==> config.mk <==
export PLATFORM = sky130hd
export DESIGN_NAME = snake_move_ctrl
export DESIGN_NICKNAME = d
export VERILOG_FILES = /design/src/rtl/snake_pkg.sv /design/src/rtl/snake_tick_div.sv /design/src/rtl/snake_move_ctrl.sv
export SDC_FILE = /design/constraint.sdc
export NUM_CORES = 1
export LEC_CHECK = 0
export CORE_MARGIN = 10
export CORE_UTILIZATION = 56
export CTS_CLUSTER_SIZE = 25
export DETAILED_ROUTE_END_ITERATION = 7
export PLACE_DENSITY_LB_ADDON = 0.1
export SYNTH_ARGS = -nofsm -noshare
export SYNTH_HDL_FRONTEND = slang
export SYNTH_SLANG_ARGS = --single-unit
export TNS_END_PERCENT = 50
==> constraint.sdc <==
create_clock -name clk -period 4.7 [get_ports clk]
set_input_delay 0.94 -clock clk [delete_from_list [all_inputs] [get_ports clk]]
set_output_delay 0.94 -clock clk [all_outputs]
set_load 0.005 [all_outputs]
==> src/rtl/snake_pkg.sv <==
// Shared types and constants for the snake movement controller.
package snake_pkg;

    localparam int GRID_W_DEF = 32;
    localparam int GRID_H_DEF = 24;

    localparam logic [1:0] DIR_UP    = 2'b00;
    localparam logic [1:0] DIR_DOWN  = 2'b01;
    localparam logic [1:0] DIR_RIGHT = 2'b10;
    localparam logic [1:0] DIR_LEFT  = 2'b11;

    typedef enum logic [1:0] {IDLE, RUN, STEP, DEAD} state_t;

    // Opposite directions share bit 1 and differ in bit 0.
    function automatic logic is_reverse(input logic [1:0] a, input logic [1:0] b);
        return (a[1] == b[1]) && (a[0] != b[0]);
    endfunction

endpackage

==> src/rtl/snake_tick_div.sv <==
// Move-rate divider: tc pulses on the last of every TICK_DIV enabled cycles.
module snake_tick_div #(
    parameter int TICK_DIV = 4
) (
    input  logic clk,
    input  logic rst,
    input  logic clr,
    input  logic en,
    output logic tc
);
    localparam int CW = (TICK_DIV > 2) ? $clog2(TICK_DIV) : 1;
    localparam logic [CW-1:0] CNT_MAX = CW'(TICK_DIV - 1);

    logic [CW-1:0] cnt;

    assign tc = en && (cnt == CNT_MAX);

    always_ff @(posedge clk) begin
        if (rst || clr)
            cnt <= '0;
        else if (en)
            cnt <= (cnt == CNT_MAX) ? '0 : cnt + 1'b1;
    end

endmodule

==> src/rtl/snake_move_ctrl.sv <==
// Snake head movement controller. Define SNAKE_WRAP_EN to wrap at grid edges
// instead of dying when the head would leave the grid.
module snake_move_ctrl
    import snake_pkg::*;
#(
    parameter int GRID_W   = GRID_W_DEF,
    parameter int GRID_H   = GRID_H_DEF,
    parameter int TICK_DIV = 4
) (
    input  logic       clk,
    input  logic       rst,
    input  logic       start,
    input  logic       pause,
    input  logic [1:0] dir_in,
    input  logic       collide,
    output logic [5:0] head_x,
    output logic [5:0] head_y,
    output logic [1:0] cur_dir,
    output logic       step_valid,
    output logic       game_over
);
`ifdef SNAKE_WRAP_EN
    localparam bit WRAP = 1'b1;
`else
    localparam bit WRAP = 1'b0;
`endif
    localparam logic [5:0] X_MAX  = 6'(GRID_W - 1);
    localparam logic [5:0] Y_MAX  = 6'(GRID_H - 1);
    localparam logic [5:0] X_HOME = 6'(GRID_W / 2);
    localparam logic [5:0] Y_HOME = 6'(GRID_H / 2);

    state_t     state, state_nxt;
    logic [1:0] pend_dir;
    logic [5:0] nx, ny;
    logic       at_edge, off_grid;
    logic       tc, tick_en, tick_clr, do_step, restart;

    snake_tick_div #(.TICK_DIV(TICK_DIV)) u_tick (
        .clk (clk),
        .rst (rst),
        .clr (tick_clr),
        .en  (tick_en),
        .tc  (tc)
    );

    // Candidate head position for the pending direction; at_edge flags a move off the grid.
    always_comb begin
        nx      = head_x;
        ny      = head_y;
        at_edge = 1'b0;
        case (pend_dir)
            DIR_UP: begin
                if (head_y == 6'd0) begin at_edge = 1'b1; ny = Y_MAX; end
                else ny = head_y - 6'd1;
            end
            DIR_DOWN: begin
                if (head_y == Y_MAX) begin at_edge = 1'b1; ny = 6'd0; end
                else ny = head_y + 6'd1;
            end
            DIR_RIGHT: begin
                if (head_x == X_MAX) begin at_edge = 1'b1; nx = 6'd0; end
                else nx = head_x + 6'd1;
            end
            default: begin
                if (head_x == 6'd0) begin at_edge = 1'b1; nx = X_MAX; end
                else nx = head_x - 6'd1;
            end
        endcase
    end

    assign off_grid = at_edge && !WRAP;

    always_ff @(posedge clk) begin
        if (rst) state <= IDLE;
        else     state <= state_nxt;
    end

    always_comb begin
        state_nxt = state;
        tick_en   = 1'b0;
        tick_clr  = 1'b0;
        do_step   = 1'b0;
        restart   = 1'b0;
        case (state)
            IDLE: begin
                if (start) begin state_nxt = RUN; tick_clr = 1'b1; end
            end
            RUN: begin
                tick_en = !pause;
                if (collide)  state_nxt = DEAD;
                else if (tc)  state_nxt = STEP;
            end
            STEP: begin
                if (collide || off_grid) state_nxt = DEAD;
                else begin state_nxt = RUN; do_step = 1'b1; end
            end
            default: begin
                if (start) begin state_nxt = RUN; tick_clr = 1'b1; restart = 1'b1; end
            end
        endcase
    end

    always_ff @(posedge clk) begin
        if (rst) begin
            head_x     <= X_HOME;
            head_y     <= Y_HOME;
            cur_dir    <= DIR_UP;
            pend_dir   <= DIR_UP;
            step_valid <= 1'b0;
        end else begin
            step_valid <= do_step;
            if (restart) begin
                head_x   <= X_HOME;
                head_y   <= Y_HOME;
                cur_dir  <= DIR_UP;
                pend_dir <= DIR_UP;
            end else begin
                if (do_step) begin
                    head_x  <= nx;
                    head_y  <= ny;
                    cur_dir <= pend_dir;
                end
                if (!is_reverse(dir_in, cur_dir))
                    pend_dir <= dir_in;
            end
        end
    end

    assign game_over = (state == DEAD);

endmodule

# Yosys cells after proc, flatten, opt, wreduce, memory -nomap -nowiden
# Index checks and enable logic that the tools add are counted.
# W data, S select, Z words.
[word_totals]
reg_bits = 21
input_bits = 7
output_inout_bits = 16
word_cells = 65
[classes]
n_addsub = 5
eq_ne = 11
n_mux = 23
bitwise_logic = 1
reduce_logical = 18
[op_table]
columns = ["op", "count"]
rows = [
  ["$mux W6", 4],
  ["$pmux W6 S2", 2],
  ["$add A6 B1 Y6 const B", 2],
  ["$eq A6 B5 Y1 const B", 2],
  ["$logic_not A6 Y1", 2],
  ["$sub A6 B1 Y6 const B", 2],
  ["$mux W1", 10],
  ["$mux W2", 5],
  ["$eq A2 B2 Y1 const B", 4],
  ["$reduce_and A2 Y1", 3],
  ["$reduce_or A2 Y1", 3],
  ["$eq A2 B1 Y1 const B", 2],
  ["$logic_not A2 Y1", 2],
  ["$pmux W2 S2", 1],
  ["$ne A3 B3 Y1 const B", 1],
  ["$pmux W1 S3", 1],
  ["$reduce_bool A3 Y1", 1],
  ["$reduce_or A3 Y1", 1],
  ["$add A2 B1 Y2 const B", 1],
  ["$logic_and A1 B1 Y1", 2],
  ["$logic_or A1 B1 Y1", 2],
  ["$reduce_bool A2 Y1", 1],
  ["$eq A1 B1 Y1", 1],
  ["$logic_not A1 Y1", 1],
  ["2 further kinds", 2],
]

# Longest topological paths before layout
# Gate-level depths: netlist (run 1).
[depth]
ltp_word = 7
mapped_depth = 8
ltp_nobuf = 7

# Modules after synthesis
# A second synthesis (run 1) with hierarchy kept.
[unflattened]
cells_unflattened = 180
hier_area_um2 = 1472.7
[modules_own_cells]
columns = ["module", "n_inst", "cells_each", "area_each_um2", "seq_area_each_um2"]
rows = [
  ["snake_move_ctrl", 1, 171, 1371.3, 380.4],
  ["snake_tick_div", 1, 9, 101.3, 40.0],
]

# Worst setup path after synthesis (run 1)
# Ideal clock, no wire load.
[synth_path]
path_kind = "input -> register"
startpoint = "in collide"
endpoint = "reg head_y[3]"
setup_ps = 120
arrival_ps = 1962
required_time_ps = 4580
setup_slack_ps = 2618
stages = 5
path_buffers = 1
cell_sequence = "and2b_2 -> nor3b_1 -> buf_6 -> nand2_1 -> a211o_1"
[synth_via]
elab_chain_cells = 4
[synth_lines]
columns = ["item", "line", "text"]
rows = [
  ["from (decl)", "snake_move_ctrl.sv:15", "input logic collide,"],
  ["$logic_or A1 B1 Y1", "snake_move_ctrl.sv:94", "if (collide || off_grid) state_nxt = DEAD;"],
  ["$mux W1", "snake_move_ctrl.sv:94", ""],
  ["$mux W1", "snake_move_ctrl.sv:84", "case (state)"],
  ["$reduce_and A2 Y1 (no source line)", "--", ""],
  ["to (signal assigned)", "snake_move_ctrl.sv:120", "head_y <= ny;"],
  ["to (decl)", "snake_move_ctrl.sv:17", "output logic [5:0] head_y,"],
]
# Every way passes these cells.
# A chain may end at the register's enable or synchronous reset.

# Final worst setup path (run 1)
[layout_path]
startpoint = "reg head_y[4]"
endpoint = "out head_y[4]"
# No word-level cell between the ends.

==> run summary, run 1 <==
The smallest clock period supported by the final layout is computed as 2.445 ns. The logs give 3498 microns for the detailed-route wire length and 0 for the DRC violation count after routing. After floorplanning, the core was sized to cover 0.002500 sq mm. The die is 71.30 microns tall.

The number of antenna diodes in the final layout is 0. The largest fanout on the critical path works out to 13. The synthesized netlist contains 49 unique library cells. The primary flip-flop cell chosen by synthesis mapping was sky130_fd_sc_hd__dfxtp_1. The worst setup path is captured at an output port. The data arrival time of the critical path came out at 1.51 ns. The HPWL reported at the end of detailed placement came out at 2646 microns.

The die area came out at 0.005084 sq mm. Once detail routing completed, the nets flagged for antenna violations numbered 0. The kind of critical path was reg -> out. The synthesized netlist cell count came out at 182.

Highest metal layer used by the detailed router: met4. The first global-routing pass estimated 6016 microns of wire. The average wire per standard cell is 15.28 microns. The tree is rooted in a sky130_fd_sc_hd__clkbuf_4.

Hold repair after CTS inserted 0 buffers. The count of cell instances traversed by the critical path is 1. Of the synthesized area, sequential elements account for 28.52%.

By instance count, the leading cell after synthesis is sky130_fd_sc_hd__dfxtp_1. The actual slew at the worst max-slew pin works out to 0.6371 ns. Counting every sink on the clock net gives 21.

The run gives 230 as the number of filler cells placed in the layout. The number of cells on the worst reg-to-reg path is 7. For the worst setup path, the data required time is 3.76 ns. Synthesis inferred 21 register bits. The number of placement rows was 18. Number of detailed-routing iterations run before antenna repair: 4.

By area the synthesized netlist is led by sky130_fd_sc_hd__dfxtp_1 (29%), sky130_fd_sc_hd__ha_1 (9.3%), sky130_fd_sc_hd__a21oi_1 (5.4%). Routability-driven placement finished with a final weighted congestion of 0.8276. At the later pin of the worst-skew pair, clock insertion delay measures 0.30 ns. CTS buffer count: 3.

Once the clock tree was built, the setup fixing pass inserted 0 buffers. Area taken by multi-input logic gates: 940.9 sq um. After routing, the total negative slack on setup checks comes to 0 ns.

Walking the worst path, the cells encountered are clkdlybuf4s50_1. The net count of the finished layout is 218. The path class of the tightest hold or removal check is reg -> reg. The tools report the worst clock skew on the final layout as 0.005107 ns. Along the worst hold path, the cell count comes to 2. Max-cap violations in this run came to 0. The met3 wire length is 279 microns, and the layout overhead on the synthesized area is 14.69%. The count of buffers added on input and output ports is 22.

Of the post-synthesis cell area, the dominant cell type holds 28.52%. In the finished design, the share of the clock period the worst path needs comes to 52.02%. VDD sags by at most 0.0001392 V. Headroom to the max-slew limit came out at 57.43%. The global router's overall resource usage was 13.69%; the initial cell density of the core was 58.96%. Met2 layer wire length in the routed design: 1802 microns. The element type at the critical path start is a flop. For this run, the number of Yosys warnings is 0.

In this run the static leakage power is 0.6372 nW. Setup repair after global routing left no endpoint under its margin. The share of async-settable or async-resettable flops after synthesis works out to 0%. Sequential cell area: 420.4 sq um. The detailed router put a total of 1374 microns of wire on met1. The initial antenna violation count came out at 0. By count the netlist is led by sky130_fd_sc_hd__dfxtp_1 (21), sky130_fd_sc_hd__a21oi_1 (16), sky130_fd_sc_hd__nand2_1 (15). The longest clock path from root to sink contains 2 buffers. Counting flops with a built-in enable in the synthesized netlist gives 0. The level count of the clock H-tree is 1, and the post-CTS clock slew at the launch and capture registers of the worst setup and hold paths is 0.12 ns. TritonCTS built the clock tree. Overall power consumption after layout is estimated at 0.0003331 W. For the total number of vias, the log shows 1432. The run finished with clean final reports. Dividing the synthesized area by the synthesized cell count gives 8.098 sq um.

The ratio of cells with drive above 1 in the final layout is 6.030%. The power density of the placed cells works out to 197.1 mW/mm^2. The mean number of vias per cell works out to 6.253. For the hold violation count in the final report, the log shows 0.

Family with the most delay on the worst path: flip-flops. In this run, the number of DRC markers left after iteration 0 of detailed routing was 158. The number of top-level pins was 23; the critical path buffer and inverter count was 1. The width of the chip is 71.30 microns, and the post-CTS resize count is 0. The run gives 0.001474 sq mm as the post-synthesis cell area. Entering global routing, the biggest net connects 14 pins. The dominant cell type by area after synthesis was sky130_fd_sc_hd__dfxtp_1.

On the worst path, the slowest cell contributes a delay of 0.61 ns. The number of global-route vias before repair was 1390; the max-slew violation count was 0. The critical path's slowest cell is sky130_fd_sc_hd__dfxtp_1. For this run, the top clock speed supported by timing is 0.4090 GHz. Remaining global-route overflow: 0. The run gives 0 as the total setup violations reported at the end of the flow. The number of nets handed over by synthesis was 200.
cells by family (layout without fill, tap and decap cells):
kind of cell,after synthesis,count (layout),synth area share [%]
adders and majority gates,11,11,9.338
and+or+nand+nor,67,67,24.70
xor gates and xnor gates,6,6,3.565
AOI/OAI and AO/OA,54,54,24.19
buffers and inverters,20,37,7.640
DFF,21,21,28.52
muxes,3,3,2.037
placed cells by master (no fill, tap or decap), types with 3 or more instances in the layout:
cell type                         instances
sky130_fd_sc_hd__nand3_1                  7
sky130_fd_sc_hd__nand4_1                  4
sky130_fd_sc_hd__a31oi_1                  3
sky130_fd_sc_hd__clkdlybuf4s50_1         22
sky130_fd_sc_hd__nor3_1                   5
sky130_fd_sc_hd__mux2i_1                  3
sky130_fd_sc_hd__inv_1                   10
sky130_fd_sc_hd__nand2b_1                 4
sky130_fd_sc_hd__o21ai_0                 10
sky130_fd_sc_hd__ha_1                    11
sky130_fd_sc_hd__a21o_1                   3
sky130_fd_sc_hd__clkbuf_4                 3
sky130_fd_sc_hd__o211ai_1                 3
sky130_fd_sc_hd__xnor2_1                  5
sky130_fd_sc_hd__dfxtp_1                 21
sky130_fd_sc_hd__nand2_1                 15
sky130_fd_sc_hd__a21oi_1                 16
sky130_fd_sc_hd__nor2_1                  14
sky130_fd_sc_hd__a211oi_1                 3
sky130_fd_sc_hd__nor3b_1                  3
through the flow:
| stage | cell area (sq um) | utilization (%) | std cells | worst slack (ns) | hold slack (ns) |
|---|---|---|---|---|---|
| floorplan | 1474 | - | 182 | 2.618 | 0.4676 |
| global placement | 1664 | 66.57 | 225 | 2.141 | 0.4840 |
| detailed placement | 1664 | 66.57 | 225 | 2.063 | 0.4937 |
| CTS | 1690 | 67.62 | 229 | 2.260 | 0.5214 |
| global route | 1690 | 67.62 | 229 | 2.159 | 0.5518 |
| finish | 1690 | 67.62 | 229 | 2.255 | 0.5171 |
state kept, by name (all words and copies together) (netlist names):
register    flops
cur_dir         2
head_x          6
head_y          6
pend_dir        2
state           2
step_valid      1
u_tick.cnt      2
power breakdown:
part	total [W]	switching, W	internal, W	leakage [nW]
Clock	0.0000865	0.0000535	0.0000330	0.0150
Sequential	0.000191	0.00000772	0.000183	0.170
Combinational	0.0000559	0.0000304	0.0000255	0.452
Total	0.000333	0.0000916	0.000242	0.637
final timing paths:
kind | from | endpoint | slack (ns)
worst min register to register | u_tick.cnt[1] | u_tick.cnt[1] | 0.52
worst max-delay path | head_y[4] | head_y[4] | 2.25
worst max register to register | head_x[1] | cur_dir[0] | 2.36
worst min-delay path | u_tick.cnt[1] | u_tick.cnt[1] | 0.52
per-layer routing:
| metal | up-vias | track usage [%] |
|---|---|---|
| met5 | - | 0 |
| met4 | 0 | 5.161 |
| met3 | 4 | 4.408 |
| met2 | 50 | 24.90 |
| met1 | 673 | 14.17 |
| li1 | 705 | - |
worst register-to-register path: cells and delay by family, from the launching register on:
| kind | cells | cell delay, ns |
|---|---|---|
| mux | 1 | 0.20 |
| buf+inv | 1 | 0.15 |
| fa+ha+maj | 1 | 0.19 |
| simple gates | 4 | 1.33 |
| flops | 1 | 0.40 |
layout make-up:
type	instances	share of cell area, %
clock buffer	4	1.554
tap	30	2.221
multi-input combinational	141	55.66
timing repair buffer	23	13.47
sequential	21	24.87
inverter	10	2.221
Note: power is estimated with default switching activity, not from simulation.
==> inputs of run 2 (changes only) <==
--- a/config.mk
+++ b/config.mk
@@ -6,7 +6,7 @@
 export NUM_CORES = 1
 export LEC_CHECK = 0
 export CORE_MARGIN = 10
-export CORE_UTILIZATION = 56
+export CORE_UTILIZATION = 53
 export CTS_CLUSTER_SIZE = 25
 export DETAILED_ROUTE_END_ITERATION = 7
 export PLACE_DENSITY_LB_ADDON = 0.1
==> constraint.sdc (replaced) <==
create_clock -name clk -period 2.3 [get_ports clk]
set_input_delay 0.46 -clock clk [delete_from_list [all_inputs] [get_ports clk]]
set_output_delay 0.46 -clock clk [all_outputs]
set_load 0.005 [all_outputs]
==> run summary, run 2 (synthesis gave the netlist of run 1 again) <==
The flow ran to the end, and the final reports show no timing, DRC or antenna violations. Cell at the root of the clock tree: sky130_fd_sc_hd__clkbuf_4 (unchanged). The run gives 13 (was 14) as the largest net degree at the start of global routing. For the maximum count of clock buffers along a single path, the log shows 2 (unchanged). The global router's overall resource usage came out at 13.56% (was 13.69%).

The ratio of cells with drive above 1 in the final layout works out to 9.709% (was 6.030%). The remaining global-route overflow is 0 (unchanged). The CTS sink count was 21 (unchanged); the number of setup buffers added after CTS was 0 (unchanged). Total inserted antenna cells: 0 (unchanged). The mean number of vias per cell works out to 6.114 (was 6.253). The count of placed standard cells including taps came out at 233 (was 225).

The DRC marker count from the first detailed-route iteration was 164 (was 158); the later-pin clock latency in the skew report was 0.31 ns (was 0.30 ns). The initial cell density of the core is 54.39% (was 58.96%). For the number of detailed-routing iterations run before antenna repair, the log shows 4 (unchanged).

In the finished design, the share of the clock period the worst path needs comes to 94.74%. The hold violation count in the final report was 0 (unchanged); the peak supply drop was 0.0003038 V (was 0.0001392 V). The element type at the critical path start was a flop (unchanged).

The cell area after placement is 0.001718 sq mm (was 0.001664 sq mm), and the initial antenna violation count is 0 (unchanged). The number of top-level pins came out at 23 (unchanged). The finished layout cell area is 0.001754 sq mm (was 0.001690 sq mm), and the post-CTS clock slew at the launch and capture registers of the worst setup and hold paths is 0.12 ns (about the same). The tightest slew margin relative to the limit is 67.00% (was 57.43%), and the power density of the placed cells is 392.6 mW/mm^2 (was 197.1 mW/mm^2).

Family with the most delay on the worst path: compound AO/OA/AOI/OAI gates (was flip-flops). The critical path's slowest cell was sky130_fd_sc_hd__or4b_4 (was sky130_fd_sc_hd__dfxtp_1). For this run, the top clock speed supported by timing is 0.4589 GHz.

The commonest non-fill, non-tap cell in the layout is sky130_fd_sc_hd__clkdlybuf4s50_1 (unchanged). The logs give 0 (unchanged) for the max-slew violation count and 237 (was 230) for the number of filler cells placed in the layout. The tools report the number of placement rows as 19 (was 18). The width of the chip was 72.74 microns (was 71.30 microns); the endpoint required time on the critical path was 2.51 ns (was 3.76 ns). The run gives 0 ns (unchanged) as the setup total negative slack. The remaining number of nets flagged by the antenna check after routing came out at 0 (unchanged).

Worst clock skew on the final layout: 0.01190 ns (was 0.005107 ns). The run gives 225 (was 218) as the net count reported at finish. The data arrival time of the critical path came out at 2.39 ns (was 1.51 ns).

The global-route wire length before repair was 6044 microns (was 6016 microns). The worst path in the final design needs a cycle of 2.179 ns, including I/O delays and setup. The logs give 0 (unchanged) for the DRC violation count after routing and 3584 microns (was 3498 microns) for the detailed-route wire length. The tools report the count of hold buffers inserted by post-cts repair as 0 (unchanged). Floorplan core area: 0.002710 sq mm (was 0.002500 sq mm).

The type of element capturing the critical path is a flop (was an output port). Setup repair after global routing left no endpoint under its margin. TritonCTS built the clock tree. Largest fanout on the critical path: 12 (was 13). The average wire per standard cell works out to 15.12 microns (was 15.28 microns). The critical path buffer and inverter count works out to 2 (was 1). The number of port buffers is 22 (unchanged).

Crit-path cells: inv_1, ha_2, or4b_4, a211oi_4, nor3b_1, buf_4, o311a_2, a211o_1 (was clkdlybuf4s50_1). The number of global-route vias before repair is 1360 (was 1390), and the leakage power summed over all cells is 0.6719 nW (was 0.6372 nW). Final estimated routing congestion in global placement: 0.8986 (was 0.8276). Largest registers: head_x: 6 flops, head_y: 6 flops (unchanged). The CTS buffer count is 3 (unchanged).

Kind of critical path: reg -> reg (was reg -> out). The layout overhead on the synthesized area is 19.02% (was 14.69%), and the post-CTS resize count is 0 (unchanged). The level count of the clock H-tree was 1 (unchanged).

The run gives 0 (unchanged) as the max-cap check violation count. The total setup violations reported at the end of the flow was 0 (unchanged). The largest incremental delay on the critical path works out to 0.49 ns (was 0.61 ns). The type of the most critical hold path was reg -> reg (unchanged). The post-layout instance count excluding filler cells is 237 (was 229). Total power consumption of the routed design: 0.0006887 W (was 0.0003331 W). Commonest cells after routing, fill and taps aside: sky130_fd_sc_hd__clkdlybuf4s50_1 (22), sky130_fd_sc_hd__dfxtp_1 (21), sky130_fd_sc_hd__a21oi_1 (16) (unchanged). The total number of vias came out at 1449 (was 1432). The logs give 2659 microns (was 2646 microns) for the HPWL reported at the end of detailed placement and 64.73% (was 67.62%) for the final core utilization.

The actual slew at the worst max-slew pin works out to 0.4950 ns (was 0.6371 ns). The vertical die dimension is 72.74 microns (was 71.30 microns). The tools report the die area as 0.005290 sq mm (was 0.005084 sq mm).
[run 2: cell count changes in the layout (fill, tap and decap cells not counted), sizes merged]
| cell | change |
|---|---|
| buf | +7 |
[run 2: where the power goes]
part | internal (W) | switching, W
Sequential | 0.000374 | 0.00000973
Combinational | 0.0000571 | 0.0000703
Clock | 0.0000677 | 0.000110
[run 2: routing by layer]
| layer | track usage [%] | vias to the layer above | part of all wire (%) |
|---|---|---|---|
| li1 | - | 713 | - |
| met1 | 16.16 | 684 | 43 |
| met2 | 23.03 | 48 | 49 |
| met3 | 2.993 | 4 | 6.2 |
| met4 | 5.063 | 0 | 1.4 |
| met5 | 0 | - | 0 |
[run 2: worst register-to-register path: stages, from the launching register on]
cell and delay (ns):
sky130_fd_sc_hd__dfxtp_1 0.37, sky130_fd_sc_hd__inv_1 0.09, sky130_fd_sc_hd__ha_2 0.21, sky130_fd_sc_hd__or4b_4 0.49, sky130_fd_sc_hd__a211oi_4 0.28, sky130_fd_sc_hd__nor3b_1 0.08
sky130_fd_sc_hd__buf_4 0.19, sky130_fd_sc_hd__o311a_2 0.13, sky130_fd_sc_hd__a211o_1 0.26
[run 2: path summary, 6_finish.rpt]
check	startpoint	endpoint	slack [ns]	cells after the start
worst max-delay path	head_y[1]	head_y[3]	0.12	8
worst min-delay path	u_tick.cnt[1]	u_tick.cnt[1]	0.53	2
worst max register to register	head_y[1]	head_y[3]	0.12	8
worst min register to register	u_tick.cnt[1]	u_tick.cnt[1]	0.53	2
[run 2: per-stage QoR]
step / worst slack, ns / hold WS [ns]
6_report: 0.1210 / 0.5273
5_1_grt: 0.01886 / 0.5553
4_1_cts: 0.09305 / 0.5360
3_5_place_dp: 0.09420 / 0.5065
3_3_place_gp: 0.2051 / 0.4842
2_1_floorplan: 0.3816 / 0.4676
[run 2: cell type report]
type	instances	area, sq um	area share, %
clock buffers	4	26.28	1.498
inverters	10	37.54	2.140
multi-input cells	141	950.9	54.21
flip-flops and latches	21	420.4	23.97
well taps	31	38.79	2.211
repair buffers	30	280.3	15.98
